[src/rtl/dafx_mixer_pkg.sv]
// Shared types, widths and saturation helpers for the DAFX channel mixer.
package dafx_mixer_pkg;

  localparam int unsigned AUDIO_WIDTH_C    = 24;
  localparam int unsigned GAIN_WIDTH_C     = 16;
  localparam int unsigned Q_BITS_C         = 12;
  localparam int unsigned NR_OF_CHANNELS_C = 4;

  localparam int unsigned PROD_WIDTH_C  = AUDIO_WIDTH_C + GAIN_WIDTH_C + 1;
  // Two extra bits so the four-term sum can never wrap.
  localparam int unsigned ACC_WIDTH_C   = AUDIO_WIDTH_C + GAIN_WIDTH_C + 3;
  localparam int unsigned GPROD_WIDTH_C = ACC_WIDTH_C + GAIN_WIDTH_C + 1;

  localparam logic signed [GPROD_WIDTH_C-1:0] SAT_MAX_C =
    {{(GPROD_WIDTH_C-AUDIO_WIDTH_C+1){1'b0}}, {(AUDIO_WIDTH_C-1){1'b1}}};
  localparam logic signed [GPROD_WIDTH_C-1:0] SAT_MIN_C =
    {{(GPROD_WIDTH_C-AUDIO_WIDTH_C+1){1'b1}}, {(AUDIO_WIDTH_C-1){1'b0}}};

  typedef enum logic [1:0] {
    IDLE_E,
    MAC_E,
    GAIN_E,
    OUT_E
  } mixer_state_t;

  function automatic logic is_clipped(input logic signed [GPROD_WIDTH_C-1:0] v);
    return (v > SAT_MAX_C) || (v < SAT_MIN_C);
  endfunction

  function automatic logic [AUDIO_WIDTH_C-1:0] saturate(
    input logic signed [GPROD_WIDTH_C-1:0] v
  );
    logic signed [GPROD_WIDTH_C-1:0] c;
    c = v;
    if (v > SAT_MAX_C) c = SAT_MAX_C;
    if (v < SAT_MIN_C) c = SAT_MIN_C;
    return c[AUDIO_WIDTH_C-1:0];
  endfunction

endpackage

[src/rtl/dafx_q_mul.sv]
// Signed x unsigned Q-format multiply: (a * g) >>> Q_BITS_C with floor rounding.
module dafx_q_mul
  import dafx_mixer_pkg::*;
#(
  parameter int unsigned AWidth = ACC_WIDTH_C
) (
  input  logic signed [AWidth-1:0]              a_i,
  input  logic        [GAIN_WIDTH_C-1:0]        g_i,
  output logic signed [AWidth+GAIN_WIDTH_C:0]   q_o
);

  localparam int unsigned PWidth = AWidth + GAIN_WIDTH_C + 1;

  logic signed [PWidth-1:0] prod;

  always_comb begin
    prod = PWidth'(a_i) * PWidth'($signed({1'b0, g_i}));
    q_o  = prod >>> Q_BITS_C;
  end

endmodule

[src/rtl/dafx_channel_mixer.sv]
// Four-channel stereo mixer: per-channel gain MAC, master gain, saturation, valid/ready out.
module dafx_channel_mixer
  import dafx_mixer_pkg::*;
(
  input  logic                                            clk,
  input  logic                                            rst_n,
  input  logic [NR_OF_CHANNELS_C-1:0][AUDIO_WIDTH_C-1:0]  x_left,
  input  logic [NR_OF_CHANNELS_C-1:0][AUDIO_WIDTH_C-1:0]  x_right,
  input  logic                                            x_valid,
  output logic                                            x_ready,
  input  logic [NR_OF_CHANNELS_C-1:0][GAIN_WIDTH_C-1:0]   cr_mix_channel_gain,
  input  logic [GAIN_WIDTH_C-1:0]                         cr_mix_output_gain,
  input  logic                                            cmd_clear_mix_clip,
  output logic [AUDIO_WIDTH_C-1:0]                        y_left,
  output logic [AUDIO_WIDTH_C-1:0]                        y_right,
  output logic                                            y_valid,
  input  logic                                            y_ready,
  output logic [AUDIO_WIDTH_C-1:0]                        sr_mix_out_left,
  output logic [AUDIO_WIDTH_C-1:0]                        sr_mix_out_right,
  output logic                                            sr_mix_clip
);

  mixer_state_t state_q, state_d;
  logic [1:0]   k_q, k_d;

  logic [NR_OF_CHANNELS_C-1:0][AUDIO_WIDTH_C-1:0] xl_q, xl_d, xr_q, xr_d;
  logic [NR_OF_CHANNELS_C-1:0][GAIN_WIDTH_C-1:0]  g_q, g_d;
  logic [GAIN_WIDTH_C-1:0]                        og_q, og_d;

  logic signed [ACC_WIDTH_C-1:0] acc_l_q, acc_l_d, acc_r_q, acc_r_d;

  logic                     x_ready_q, x_ready_d;
  logic                     y_valid_q, y_valid_d;
  logic [AUDIO_WIDTH_C-1:0] y_left_q, y_left_d, y_right_q, y_right_d;
  logic [AUDIO_WIDTH_C-1:0] sr_l_q, sr_l_d, sr_r_q, sr_r_d;
  logic                     clip_q, clip_d;

  logic signed [ACC_WIDTH_C-1:0]   mul_a_l, mul_a_r;
  logic        [GAIN_WIDTH_C-1:0]  mul_g;
  logic signed [GPROD_WIDTH_C-1:0] mul_l, mul_r;

  // Multipliers are shared: channel samples during MAC, accumulators during GAIN.
  always_comb begin
    mul_a_l = ACC_WIDTH_C'($signed(xl_q[k_q]));
    mul_a_r = ACC_WIDTH_C'($signed(xr_q[k_q]));
    mul_g   = g_q[k_q];
    if (state_q == GAIN_E) begin
      mul_a_l = acc_l_q;
      mul_a_r = acc_r_q;
      mul_g   = og_q;
    end
  end

  dafx_q_mul #(
    .AWidth(ACC_WIDTH_C)
  ) u_q_mul_l (
    .a_i(mul_a_l),
    .g_i(mul_g),
    .q_o(mul_l)
  );

  dafx_q_mul #(
    .AWidth(ACC_WIDTH_C)
  ) u_q_mul_r (
    .a_i(mul_a_r),
    .g_i(mul_g),
    .q_o(mul_r)
  );

  always_comb begin
    state_d   = state_q;
    k_d       = k_q;
    xl_d      = xl_q;
    xr_d      = xr_q;
    g_d       = g_q;
    og_d      = og_q;
    acc_l_d   = acc_l_q;
    acc_r_d   = acc_r_q;
    y_valid_d = y_valid_q;
    y_left_d  = y_left_q;
    y_right_d = y_right_q;
    sr_l_d    = sr_l_q;
    sr_r_d    = sr_r_q;
    // Clear first so a coincident clip in GAIN_E wins.
    clip_d    = clip_q & ~cmd_clear_mix_clip;

    unique case (state_q)
      IDLE_E: begin
        if (x_valid && x_ready_q) begin
          xl_d    = x_left;
          xr_d    = x_right;
          g_d     = cr_mix_channel_gain;
          og_d    = cr_mix_output_gain;
          acc_l_d = '0;
          acc_r_d = '0;
          k_d     = '0;
          state_d = MAC_E;
        end
      end
      MAC_E: begin
        acc_l_d = acc_l_q + $signed(mul_l[ACC_WIDTH_C-1:0]);
        acc_r_d = acc_r_q + $signed(mul_r[ACC_WIDTH_C-1:0]);
        k_d     = k_q + 2'd1;
        if (k_q == 2'd3) state_d = GAIN_E;
      end
      GAIN_E: begin
        y_left_d  = saturate(mul_l);
        y_right_d = saturate(mul_r);
        sr_l_d    = y_left_d;
        sr_r_d    = y_right_d;
        y_valid_d = 1'b1;
        if (is_clipped(mul_l) || is_clipped(mul_r)) clip_d = 1'b1;
        state_d   = OUT_E;
      end
      OUT_E: begin
        if (y_ready) begin
          y_valid_d = 1'b0;
          state_d   = IDLE_E;
        end
      end
      default: state_d = IDLE_E;
    endcase

    x_ready_d = (state_d == IDLE_E);
  end

  always_ff @(posedge clk or negedge rst_n) begin
    if (!rst_n) begin
      state_q   <= IDLE_E;
      k_q       <= '0;
      xl_q      <= '0;
      xr_q      <= '0;
      g_q       <= '0;
      og_q      <= '0;
      acc_l_q   <= '0;
      acc_r_q   <= '0;
      x_ready_q <= 1'b0;
      y_valid_q <= 1'b0;
      y_left_q  <= '0;
      y_right_q <= '0;
      sr_l_q    <= '0;
      sr_r_q    <= '0;
      clip_q    <= 1'b0;
    end else begin
      state_q   <= state_d;
      k_q       <= k_d;
      xl_q      <= xl_d;
      xr_q      <= xr_d;
      g_q       <= g_d;
      og_q      <= og_d;
      acc_l_q   <= acc_l_d;
      acc_r_q   <= acc_r_d;
      x_ready_q <= x_ready_d;
      y_valid_q <= y_valid_d;
      y_left_q  <= y_left_d;
      y_right_q <= y_right_d;
      sr_l_q    <= sr_l_d;
      sr_r_q    <= sr_r_d;
      clip_q    <= clip_d;
    end
  end

  assign x_ready          = x_ready_q;
  assign y_valid          = y_valid_q;
  assign y_left           = y_left_q;
  assign y_right          = y_right_q;
  assign sr_mix_out_left  = sr_l_q;
  assign sr_mix_out_right = sr_r_q;
  assign sr_mix_clip      = clip_q;

endmodule

[config.mk]
export PLATFORM = sky130hd
export DESIGN_NAME = dafx_channel_mixer
export DESIGN_NICKNAME = d
export VERILOG_FILES = /design/src/rtl/dafx_mixer_pkg.sv /design/src/rtl/dafx_q_mul.sv /design/src/rtl/dafx_channel_mixer.sv
export SDC_FILE = /design/constraint.sdc
export NUM_CORES = 2
export LEC_CHECK = 0
export ABC_AREA = 1
export BUFFER_PORTS_ARGS = -buffer_cell sky130_fd_sc_hd__buf_2
export CAP_MARGIN = 20
export CORE_MARGIN = 1.5
export CORE_UTILIZATION = 52
export CTS_BUF_LIST = sky130_fd_sc_hd__clkbuf_4 sky130_fd_sc_hd__clkbuf_8
export CTS_CLUSTER_DIAMETER = 30
export DETAILED_ROUTE_END_ITERATION = 8
export GPL_TIMING_DRIVEN = 0
export PLACE_DENSITY = 0.69
export SLEW_MARGIN = 20
export SYNTH_ARGS = -nofsm -noshare
export SYNTH_HDL_FRONTEND = slang
export SYNTH_SLANG_ARGS = --single-unit
[constraint.sdc]
create_clock -name clk -period 10.5 [get_ports clk]
set_input_delay 1.575 -clock clk [delete_from_list [all_inputs] [get_ports clk]]
set_output_delay 1.575 -clock clk [all_outputs]
set_load 0.02 [all_outputs]
==> metrics.md <==
| Metric | Value |
|---|---|
| Run status | `finished, final reports clean` |
| Clock edge transition at the registers on the reported setup and hold paths | `0.06 ns` |
| Mux cell area share after synthesis | `0` |
| Setup slack on the worst flop-to-flop path | `between 0.15 and 0.2 ns` |
| Reg2reg start | `k_q[0]$_DFFE_PN0P_` |
| Setup Skew | `0.0592 ns` |
| Maximum single-stage delay on the critical path | `0.70 ns` |
| Unrepaired setup endpoints after global routing | `true` |
| Count of unresolved DRC violations after routing | `0` |
| Core Box Area | `approximately 140000 um^2` |
| CP Capture Type | `register` |
| Maximum clock frequency | `~97 MHz` |
| Post-synth top area cell | `sky130_fd_sc_hd__fa_1` |
| Area overhead of the layout relative to synthesis | `12.3%` |
| Fraction of the mapped netlist area in compound gates | `0.0648` |
| Type of the worst setup path | `reg -> reg` |
| Slowest stage cell on the critical path | `sky130_fd_sc_hd__fa_1` |
| Worst-Margin Slew | `1.15 ns` |
| Last weighted congestion value of the routability-driven placer | `~1.0` |
| Global-route congestion overflow total | `0` |
| Final setup violation count | `0` |
| Vias after detailed routing | `between 60000 and 70000` |
| Buffer cell driving the clock tree root | `sky130_fd_sc_hd__clkbuf_8` |
| I/O pin cnt | `between 300 and 400` |
| Tightest slew margin relative to the limit | `0.224` |
| Worst-skew pair later-pin latency | `0.82 ns` |
| Worst path depth | `39` |
| Number of cell instances on the worst register-to-register path | `39` |
| Pre-CTS WS | `-1.97 ns` |
| Buffers & Inverters on Critical Path | `11` |
| Commonest cells in the netlist | `sky130_fd_sc_hd__nand2_1 (3031), sky130_fd_sc_hd__inv_1 (2341), sky130_fd_sc_hd__fa_1 (1284)` |
| Number of fillers in the final layout | `approximately 13000` |
| Top-count cell post-synth | `sky130_fd_sc_hd__nand2_1` |
| CTS tree | `yes` |
| Drt first-iter violations | `roughly 6900` |
| Final Worst Setup Slack | `~0.17 ns` |
| Final-layout worst hold slack | `between 0.4 and 0.5 ns` |
| CP Capture Point | `acc_l_q[41]$_DFFE_PN0P_` |
| First-pass GRT wire length | `between 400 and 500 mm` |
| Start point of the critical path | `k_q[0]$_DFFE_PN0P_` |
| Number of global-route vias before repair | `about 69000` |
| R2r endpoint | `acc_l_q[41]$_DFFE_PN0P_` |
| Largest family of logic cells by synthesized area | `adder cells` |
| Commonest register cell after synthesis | `sky130_fd_sc_hd__dfrtp_1` |
| Antenna viol nets, final | `0` |
| Cell types with the largest area share after synthesis | `sky130_fd_sc_hd__fa_1 (35%), sky130_fd_sc_hd__nand2_1 (15%), sky130_fd_sc_hd__dfrtp_1 (14%), sky130_fd_sc_hd__inv_1 (12%), sky130_fd_sc_hd__ha_1 (6.1%)` |
| Antenna violations before repair | `14` |
| Sort of element at the start of the critical path | `register` |
| Final wirelength | `approximately 300 mm` |
| Number of enable flip-flop cells after synthesis | `0` |
| Share of synthesized flip-flops with an asynchronous set or reset | `1.00` |
| CTS H-Tree Depth | `3` |
| Longest Clk Path Bufs | `3` |
| Instance count of the mapped netlist | `slightly above 10000` |
| Die Y | `approximately 380 um` |
| Final nets | `roughly 13000` |
| Number of port buffers | `about 380` |
| CTS sink count | `around 410` |
| Net count of the mapped netlist | `around 12000` |
| Half-perimeter wire length after placement | `~250 mm` |
| Yosys Warn Count | `0` |
| Average via count per standard cell | `around 5.4` |
| Delay-heaviest family, CP | `adder cells` |
| Post-route fraction of the period consumed by the critical path | `0.984` |
| Cell area after synthesis | `around 73000 um^2` |
| CP arrival | `10.99 ns` |
| Synthesized flop and latch total | `413` |
| Count of different cell masters after synthesis | `a little under 50` |
| Hold Crit Class | `reg -> reg` |
| Post-synthesis sequential area ratio | `0.141` |
| Wirelength per Cell | `about 24 um` |
| Die Span X | `~380 um` |
| Reported max-cap violation count | `0` |
| TritonRoute pass-1 iters | `6` |
| Area fraction in and, or, nand and nor cells after synthesis | `0.226` |
| Cell repeated most along the worst path | `sky130_fd_sc_hd__nand2_1` |
| Maximum number of pins on one net before global-route repair | `96` |
| Top cell type's share of synthesized area | `0.350` |
| Number of buffers added by the clock tree synthesis step | `between 90 and 100` |
| Fraction of layout instances using a drive strength above 1 | `0.114` |
| Die area | `between 100000 and 150000 um^2` |
| Required arrival time at the worst endpoint | `between 10 and 15 ns` |
| Total track usage | `0.419` |
| Cell Rows | `137` |
| Final Max Slew Viols | `0` |
| Hold Vio Cnt, Final | `0` |
| Xor and xnor area share after synthesis | `0.0123` |
| Final critical path time including I/O delays and setup | `about 10 ns` |
| Critical Path Fanout Max | `10` |
| Share of synthesized cell area in full adder, half adder and majority cells | `0.411` |
| Starting density of the core | `0.525` |
| Mean instance size in the synthesized netlist | `~7.3 um^2` |
-- final cells by class --
type | count | area [um^2] | area share
clock buffers | 123 | 1630 | 0.0198
plain buffers | 367 | 2150 | 0.0261
inverters | 2383 | 9060 | 0.110
well taps | 1876 | 2350 | 0.0284
multi-input cells | 6885 | 53700 | 0.651
diodes | 9 | 22.5 | 0.000273
repair buffers | 446 | 2620 | 0.0318
flip-flops and latches | 413 | 10300 | 0.125
clock inverters | 55 | 607 | 0.00735
-- tightest hold or removal path: stages, from the launching register on --
cell and delay [ns]:
sky130_fd_sc_hd__dfrtp_1 0.33, sky130_fd_sc_hd__nand2_1 0.05, sky130_fd_sc_hd__nand2_1 0.05
-- sequential cells by signal, indices dropped and copies added, names as in the netlist --
register and flops:
x_ready 1, xr_q 96, sr_mix_clip 1, og_q 16, sr_mix_out_left 24, xl_q 96, acc_l_q 43, k_q 2
state_q 2, y_valid 1, sr_mix_out_right 24, g_q 64, acc_r_q 43
-- metal layers --
| layer | vias up | part of all wire | wire length (um) | GRT usage |
|---|---|---|---|---|
| li1 | 30400 | - | - | - |
| met3 | 836 | 0.12 | 34800 | 0.120 |
| met5 | - | 0.00049 | 146 | 0 |
| met1 | 33300 | 0.37 | 110000 | 0.532 |
| met2 | 3752 | 0.43 | 128000 | 0.635 |
| met4 | 20 | 0.076 | 22400 | 0.254 |
-- worst min-delay path by stage --
stage / from / end / slack, ns / cells past startpoint
4_1_cts: xl_q[44]$_DFFE_PN0P_ / xl_q[44]$_DFFE_PN0P_ / 0.47 / 2
6_report: xr_q[71]$_DFFE_PN0P_ / xr_q[71]$_DFFE_PN0P_ / 0.46 / 2
2_1_floorplan: g_q[32]$_DFFE_PN0P_ / g_q[32]$_DFFE_PN0P_ / 0.44 / 2
3_5_place_dp: xl_q[44]$_DFFE_PN0P_ / xl_q[44]$_DFFE_PN0P_ / 0.45 / 2
3_3_place_gp: xr_q[62]$_DFFE_PN0P_ / xr_q[62]$_DFFE_PN0P_ / 0.45 / 2
5_1_grt: xl_q[44]$_DFFE_PN0P_ / xl_q[44]$_DFFE_PN0P_ / 0.48 / 2
-- placed cells by master (no fill, tap or decap), types with 74 or more instances in the layout --
cell,count
sky130_fd_sc_hd__a21oi_1,273
sky130_fd_sc_hd__buf_2,403
sky130_fd_sc_hd__buf_4,124
sky130_fd_sc_hd__clkbuf_1,106
sky130_fd_sc_hd__clkbuf_2,80
sky130_fd_sc_hd__clkbuf_4,74
sky130_fd_sc_hd__clkbuf_8,114
sky130_fd_sc_hd__dfrtp_1,412
sky130_fd_sc_hd__fa_1,1284
sky130_fd_sc_hd__ha_1,350
sky130_fd_sc_hd__inv_1,2309
sky130_fd_sc_hd__nand2_1,3024
sky130_fd_sc_hd__nand3_1,113
sky130_fd_sc_hd__nor2_1,938
sky130_fd_sc_hd__o21ai_0,292
sky130_fd_sc_hd__o22ai_1,92
-- stage by stage --
stage | TNS, ns | area (um^2) | utilization | instances
final | 0 | 82500 | 0.590 | 12600
after global routing | -0.0708 | 82500 | 0.590 | 12600
after CTS | -0.107 | 81200 | 0.580 | 12500
after detailed placement | -125.55 | 78100 | 0.558 | 12300
after global placement | -449.92 | 77700 | 0.556 | 12300
after floorplan | 0 | 73500 | - | 10100
-- repair_timing --
item                       CTS  global route
resized for setup          280           385
hold buffers                 0             0
pin swaps                    4             6
setup buffers               11            47
setup endpoints to repair  121            73
-- cells by family (layout without fill, tap and decap cells) --
logic type	count (synthesis)	in the layout
AOI/OAI and AO/OA	876	876
buffers and inverters	2768	3374
xor gates and xnor gates	103	103
other	0	9
adders and majority gates	1643	1643
and+or+nand+nor	4263	4263
DFF	413	413
Power is not shown: default switching activity piles up to over one toggle a cycle in this logic, so the estimate is an artifact.
